## config.mk

```make
export PLATFORM = sky130hd
export DESIGN_NAME = counter_sequencer
export DESIGN_NICKNAME = d
export VERILOG_FILES = /design/src/rtl/counter_pkg.sv /design/src/rtl/counter_core.sv /design/src/rtl/counter_sequencer.sv
export SDC_FILE = /design/constraint.sdc
export NUM_CORES = 1
export LEC_CHECK = 0
export CAP_MARGIN = 10
export CORE_MARGIN = 3
export CORE_UTILIZATION = 45
export DETAILED_ROUTE_END_ITERATION = 16
export MAX_ROUTING_LAYER = met4
export PLACE_DENSITY = 0.81
export SLEW_MARGIN = 20
export SYNTH_ARGS = -nofsm -noshare
export SYNTH_HDL_FRONTEND = slang
export SYNTH_SLANG_ARGS = --single-unit
```

## constraint.sdc

```tcl
create_clock -name clock -period 3 [get_ports clock]
set_input_delay 0.6 -clock clock [delete_from_list [all_inputs] [get_ports clock]]
set_output_delay 0.6 -clock clock [all_outputs]
set_load 0.005 [all_outputs]
```

## src/rtl/counter_pkg.sv

```systemverilog
// counter_pkg: shared state encoding and default width for the counter sequencer
package counter_pkg;
  localparam int DEFAULT_WIDTH = 8;
  typedef enum logic [1:0] {IDLE = 2'b00, RUN = 2'b01, HOLD = 2'b10, DONE = 2'b11} state_t;
endpackage

```

## src/rtl/counter_core.sv

```systemverilog
// counter_core: up-counter with synchronous zero load taking priority over enable
module counter_core #(
  parameter int WIDTH = 8
) (
  input  logic             clock,
  input  logic             clear,
  input  logic             en,
  input  logic             zero,
  output logic [WIDTH-1:0] count
);
  always_ff @(posedge clock or posedge clear)
    if (clear) count <= '0;
    else if (zero) count <= '0;
    else if (en) count <= count + 1'b1;
endmodule

```

## src/rtl/counter_sequencer.sv

```systemverilog
// counter_sequencer: command FSM driving an up-counter with terminal count, hold and auto-reload
module counter_sequencer
  import counter_pkg::*;
#(
  parameter int WIDTH = DEFAULT_WIDTH
) (
  input  logic             clock,
  input  logic             clear,
  input  logic             start,
  input  logic             stop,
  input  logic             hold,
  input  logic             auto_reload,
  input  logic [WIDTH-1:0] term,
  output logic [WIDTH-1:0] count,
  output logic             busy,
  output logic             done,
  output logic [1:0]       state
);
  state_t st, st_n;
  logic [WIDTH-1:0] term_q;
  logic en, zero, load, hit, fire;
  assign hit = count == term_q;
  // terminal event only fires when neither stop nor hold outrank it
  assign fire = st == RUN && !stop && !hold && hit;
  always_comb begin
    st_n = st;
    en = 1'b0;
    zero = 1'b0;
    load = 1'b0;
    case (st)
      IDLE: begin
        st_n = start ? RUN : IDLE;
        load = start;
      end
      RUN: begin
        st_n = stop ? IDLE : hold ? HOLD : (hit && !auto_reload) ? DONE : RUN;
        zero = stop || (fire && auto_reload);
        en = !stop && !hold && !hit;
      end
      HOLD: begin
        st_n = stop ? IDLE : hold ? HOLD : RUN;
        zero = stop;
      end
      DONE: begin
        st_n = stop ? IDLE : start ? RUN : DONE;
        zero = stop || start;
        load = !stop && start;
      end
    endcase
  end
  always_ff @(posedge clock or posedge clear)
    if (clear) begin
      st <= IDLE;
      term_q <= '0;
      done <= 1'b0;
    end else begin
      st <= st_n;
      done <= fire;
      if (load) term_q <= term;
    end
  counter_core #(.WIDTH(WIDTH)) u_core (
    .clock(clock),
    .clear(clear),
    .en(en),
    .zero(zero),
    .count(count)
  );
  assign busy = st == RUN || st == HOLD;
  assign state = st;
endmodule

```

# Word-level counts from Yosys, hierarchy flattened
# Cells that the tools add are included.
# Widths: inputs -> output; s select.
dict set report word_totals {
  reg_bits 19
  output_inout_bits 12
  wordCells 40
}
dict set report classes {
  reduce_logical 17
  mux 14
  n_addsub 1
  eq_ne 4
}
# op n
set op_table {}
lappend op_table {{$mux 8} 2}
lappend op_table {{$mux 2} 7}
lappend op_table {{$add 8x1->8 const B} 1}
lappend op_table {{$eq 8x8->1} 1}
lappend op_table {{$logic_and 1x1->1} 8}
lappend op_table {{$pmux 2 s4} 1}
lappend op_table {{$eq 2x2->1 const B} 2}
lappend op_table {{$logic_not 1->1} 4}
lappend op_table {{$logic_or 1x1->1} 3}
lappend op_table {{$pmux 1 s3} 1}
lappend op_table {{$eq 2x1->1 const B} 1}
lappend op_table {{$logic_not 2->1} 1}
lappend op_table {{$mux 1} 2}
lappend op_table {{$pmux 1 s2} 1}
lappend op_table {{$reduce_bool 2->1} 1}

# Longest topological paths before layout
dict set report logic_depth {
  ltp_word 8
  mapped_depth 7
  mapped_depth_nobuf 7
}

# By module
# From an unflattened synthesis, not the netlist that was laid out.
dict set report unflattened {
  hier_cells 96
  hier_area_um2 1058.5
}
# mod n_inst area_per_inst_um2 cells_per_inst
set modules_own_cells {}
lappend modules_own_cells {counter_sequencer 1 658.1 58}
lappend modules_own_cells {counter_core 1 400.4 38}

# Worst setup path after synthesis
# No wires, ideal clock.
dict set report synth_timing {
  path_type {flip-flop to flip-flop}
  startpoint {reg st[1], in the netlist state[1]}
  endpoint {reg u_core.count[1]}
  n_path_buf 0
  synth_period_minus_slack_ps 2004
  path_stages_with_launch 7
  slack_ps 996
  t_arrival_ps 1878
  path_cell_list {dfrtp_1 > inv_1 > ha_1 > or3b_1 > or4b_1 > o21ai_2 > nor2_1}
}
dict set report synth_between {
  elab_chain_cells 8
  elab_cells_between_ends 12
}
# element line_no
set synth_rtl {}
lappend synth_rtl {{start, declared} counter_sequencer.sv:19} ;# state_t st, st_n;
lappend synth_rtl {{start signal, assigned} counter_sequencer.sv:57} ;# st <= st_n;
lappend synth_rtl {{$eq 2x1->1} {counter_sequencer.sv:24, counter_sequencer.sv:30}}
lappend synth_rtl {{$logic_and 1x1->1 (3 in series)} counter_sequencer.sv:24} ;# assign fire = st == RUN && !stop && !hold && hit;
lappend synth_rtl {{$logic_and 1x1->1} counter_sequencer.sv:37} ;# zero = stop || (fire && auto_reload);
lappend synth_rtl {{$logic_or 1x1->1} counter_sequencer.sv:37}
lappend synth_rtl {{$pmux 1 s3} counter_sequencer.sv:30} ;# case (st)
lappend synth_rtl {{$mux 8 or $reduce_bool 2->1 (tied branches)} --}
lappend synth_rtl {{end signal, assigned} counter_core.sv:14} ;# else if (en) count <= count + 1'b1;
lappend synth_rtl {{end, declared} counter_core.sv:9} ;# output logic [WIDTH-1:0] count
# Several ways; a longest one is shown, not always the timed one.
# A chain may end at the register's enable or synchronous reset.

# Worst setup path in the final report
dict set report layout_timing {
  startpoint {in stop}
  endpoint {reg u_core.count[6]}
}
dict set report layout_between {
  elab_chain_cells 8
  elab_cells_between_ends 13
}
# element line_no
set layout_rtl {}
lappend layout_rtl {{start, declared} counter_sequencer.sv:10} ;# input logic stop,
lappend layout_rtl {{$logic_not 1->1} {counter_sequencer.sv:24, counter_sequencer.sv:38}}
lappend layout_rtl {{$logic_and 1x1->1 (3 in series)} counter_sequencer.sv:24}
lappend layout_rtl {{$logic_and 1x1->1} counter_sequencer.sv:37}
lappend layout_rtl {{$logic_or 1x1->1} counter_sequencer.sv:37}
lappend layout_rtl {{$pmux 1 s3} counter_sequencer.sv:30}
lappend layout_rtl {{$mux 8 or $reduce_bool 2->1 (tied branches)} --}
# Several ways; a longest one is shown, not always the timed one.

==> results.ini <==
[detailed_routing]
wl_per_cell_um = 13.7
drt-total-wl_um = 2120
dr.pass1.iters = 4
drtIter0Drc = 9
ant_nets = 0
drcViolationCount = 0
vias = 847
vias_per_cell = 5.46

[final_layout]
final_util = 0.616
fillCellCount = 194
n_antenna_cell = 0
drive_gt1_frac = 0.157
finalNonFillerCells = 155
finalInstanceArea_sq_mm = 0.00140
multi_input_area_sq_um = 598
syn_to_final_growth_pct = 27.0
regArea_sq_um = 475
num-nets-final = 148

[setup_path]
cpPeakStageDelay_ns = 0.54
startpoint = stop
crit_chain = clkdlybuf4s50_1 > or3b_1 > or4b_1 > o21ai_2 > nor2_1
cp.arrival_ns = 2.43
reg2reg_from = state[1]$_DFF_PP0_
end_kind = register
critPathLaunchType = primary input
path_max_fanout = 6
cp_data_required_time_ns = 3.19
critPathKind = primary input to register
critPathSlowestCell = or4b_1

[clocking]
cts_root_buf = clkbuf_4
post-cts-setup-buffers = 0
ctsResizeCount = 0
cts_tree = yes
clockBufferDepth = 2
clock_sinks = 19
cts_hold_repair.buffers = 0
ctsHtreeMaxLevel = 1
insertion_delay_ns = 0.31
clkTransAtPathRegs_ns = 0.12
cts_made_buffers = 3

[die]
die_height_um = 55.5
std_cell_rows = 17
io_pins = 26
die-area_sq_mm = 0.00308
core_area_sq_mm = 0.00228
start_util = 0.485
die_x_um = 55.5

[yosys]
synth_area_sq_mm = 0.00110
ys_types = 31
synthCells = 100
synthFlopType = dfrtp_1
synth_warnings = 0
ys_seq_area_frac = 0.431
synthArstFlopShare = 1.00
ys_ff_latch = 19
synth_edf_count = 0
syn_nets = 120
syn_area_per_cell_sq_um = 11.0

[global_routing]
grt_first_pass_wirelength_um = 3560
first_global_vias = 803
grt_usage = 0.150
gr-total-overflow = 0
grt_antenna_before_repair = 0
grt_max_degree = 20

[timing]
tns_ns = 0
skew_ns = 0.0127
layout_setup_ws_ns = 0.762
hold_violations = 0
min_period_ns = 2.24
timing.hold.ws_ns = 0.542
worst_slew_pin_slew_ns = 0.732
rsz0062_at_grt = false
finalMaxSlewViolations = 0
relSlewSlack = 0.511
clock.fmax_mhz = 447
min_period_over_period = 0.746
final-setup-viol-count = 0

[status]
status = finished clean

[power]
irDropWorstVdd_v = 0.000360
leakagePower_nw = 0.594
total_power_mw = 0.711
p_per_area_mw_per_mm2 = 507

[placed_design]
place_area_sq_mm = 0.00137
gp_congestion = 0.845
dp_hpwl_um = 1580
placed_cells = 151
dp_slack_ns = 0.463
io_buffers = 25

[worst_hold_path]
worstHoldPathType = register to register
min_from = term_q[0]$_DFFE_PP0P_

[flow_run]
cap_violations = 0

==> cells in the mapped netlist (all sizes together) (3+ instances only) <==
cell type / number / area [sq um]
dfrtp: 19 / 475
nor2: 12 / 45.0
mux2: 8 / 90.1
xnor2: 8 / 85.1
ha: 6 / 75.1
o21ai: 5 / 28.8
inv: 4 / 15.0
nand4: 4 / 37.5
xor2: 4 / 35.0
mux2i: 3 / 30.0
nand2: 3 / 11.3
o211ai: 3 / 22.5
or3b: 3 / 26.3
==> registers in the layout, summed over array words and instances, names as in the netlist <==
name	count
term_q	8
done	1
state	2
u_core.count	8
==> path summary, 6_finish.rpt <==
check | endpoint | slack (ns) | cells past startpoint
max | u_core.count[6]$_DFFE_PP0P_ | 0.76 | 5
min | term_q[0]$_DFFE_PP0P_ | 0.54 | 1
max reg2reg | u_core.count[6]$_DFFE_PP0P_ | 0.80 | 6
min reg2reg | term_q[0]$_DFFE_PP0P_ | 0.54 | 1
max in group asynchronous | u_core.count[5]$_DFFE_PP0P_ | 1.83 | 2
min in group asynchronous | term_q[4]$_DFFE_PP0P_ | 0.70 | 2
==> where the power goes <==
group | internal (mW) | total [mW] | switching (mW) | leakage, nW
combinational | 0.133 | 0.220 | 0.0871 | 0.333
sequential | 0.304 | 0.356 | 0.0521 | 0.243
clock | 0.0498 | 0.135 | 0.0855 | 0.0177
total | 0.486 | 0.711 | 0.225 | 0.594
==> worst max-delay path: cells and delay by family <==
| kind | cells | cell delay [ns] |
|---|---|---|
| buf+inv | 1 | 0.49 |
| compound gates | 1 | 0.26 |
| simple gates | 3 | 1.08 |
==> routing by layer <==
metal	vias up	GRT usage	routed length (um)
li1	406	-	-
met1	406	0.190	994
met2	31	0.228	959
met3	4	0.0421	142
met4	0	0.0521	25
met5	-	-	0
==> cell type report <==
| cell class | count | area share |
|---|---|---|
| Multi-Input combinational cell | 75 | 0.427 |
| Sequential cell | 19 | 0.339 |
| Timing Repair Buffer | 25 | 0.179 |
| Tap cell | 28 | 0.0250 |
| Clock buffer | 3 | 0.0161 |
| Inverter | 4 | 0.0107 |
| Clock inverter | 1 | 0.00357 |
==> cells in the final DEF, fill, tap and decap left out, drive strengths merged <==
cell type and instances:
a21o 1, a21oi 2, a311oi 1, and3 2, clkbuf 3, clkdlybuf4s50 25, clkinv 1, dfrtp 19
ha 6, inv 4, mux2 8, mux2i 3, nand2 3, nand2b 1, nand3 1, nand4 4
nor2 12, nor3 2, o211ai 3, o21ai 5, o21bai 1, o31ai 2, or2 1, or3 1
or3b 3, or4b 1, xnor2 8, xor2 4
==> kinds of logic after synthesis <==
logic type | count (synthesis) | synth area share
xor+xnor | 12 | 0.109
fa+ha+maj | 6 | 0.0680
simple gates | 31 | 0.162
mux | 11 | 0.109
compound gates | 15 | 0.0941
buf+inv | 6 | 0.0272
flops | 19 | 0.431
No activity file was read; power rests on OpenSTA's default activity.
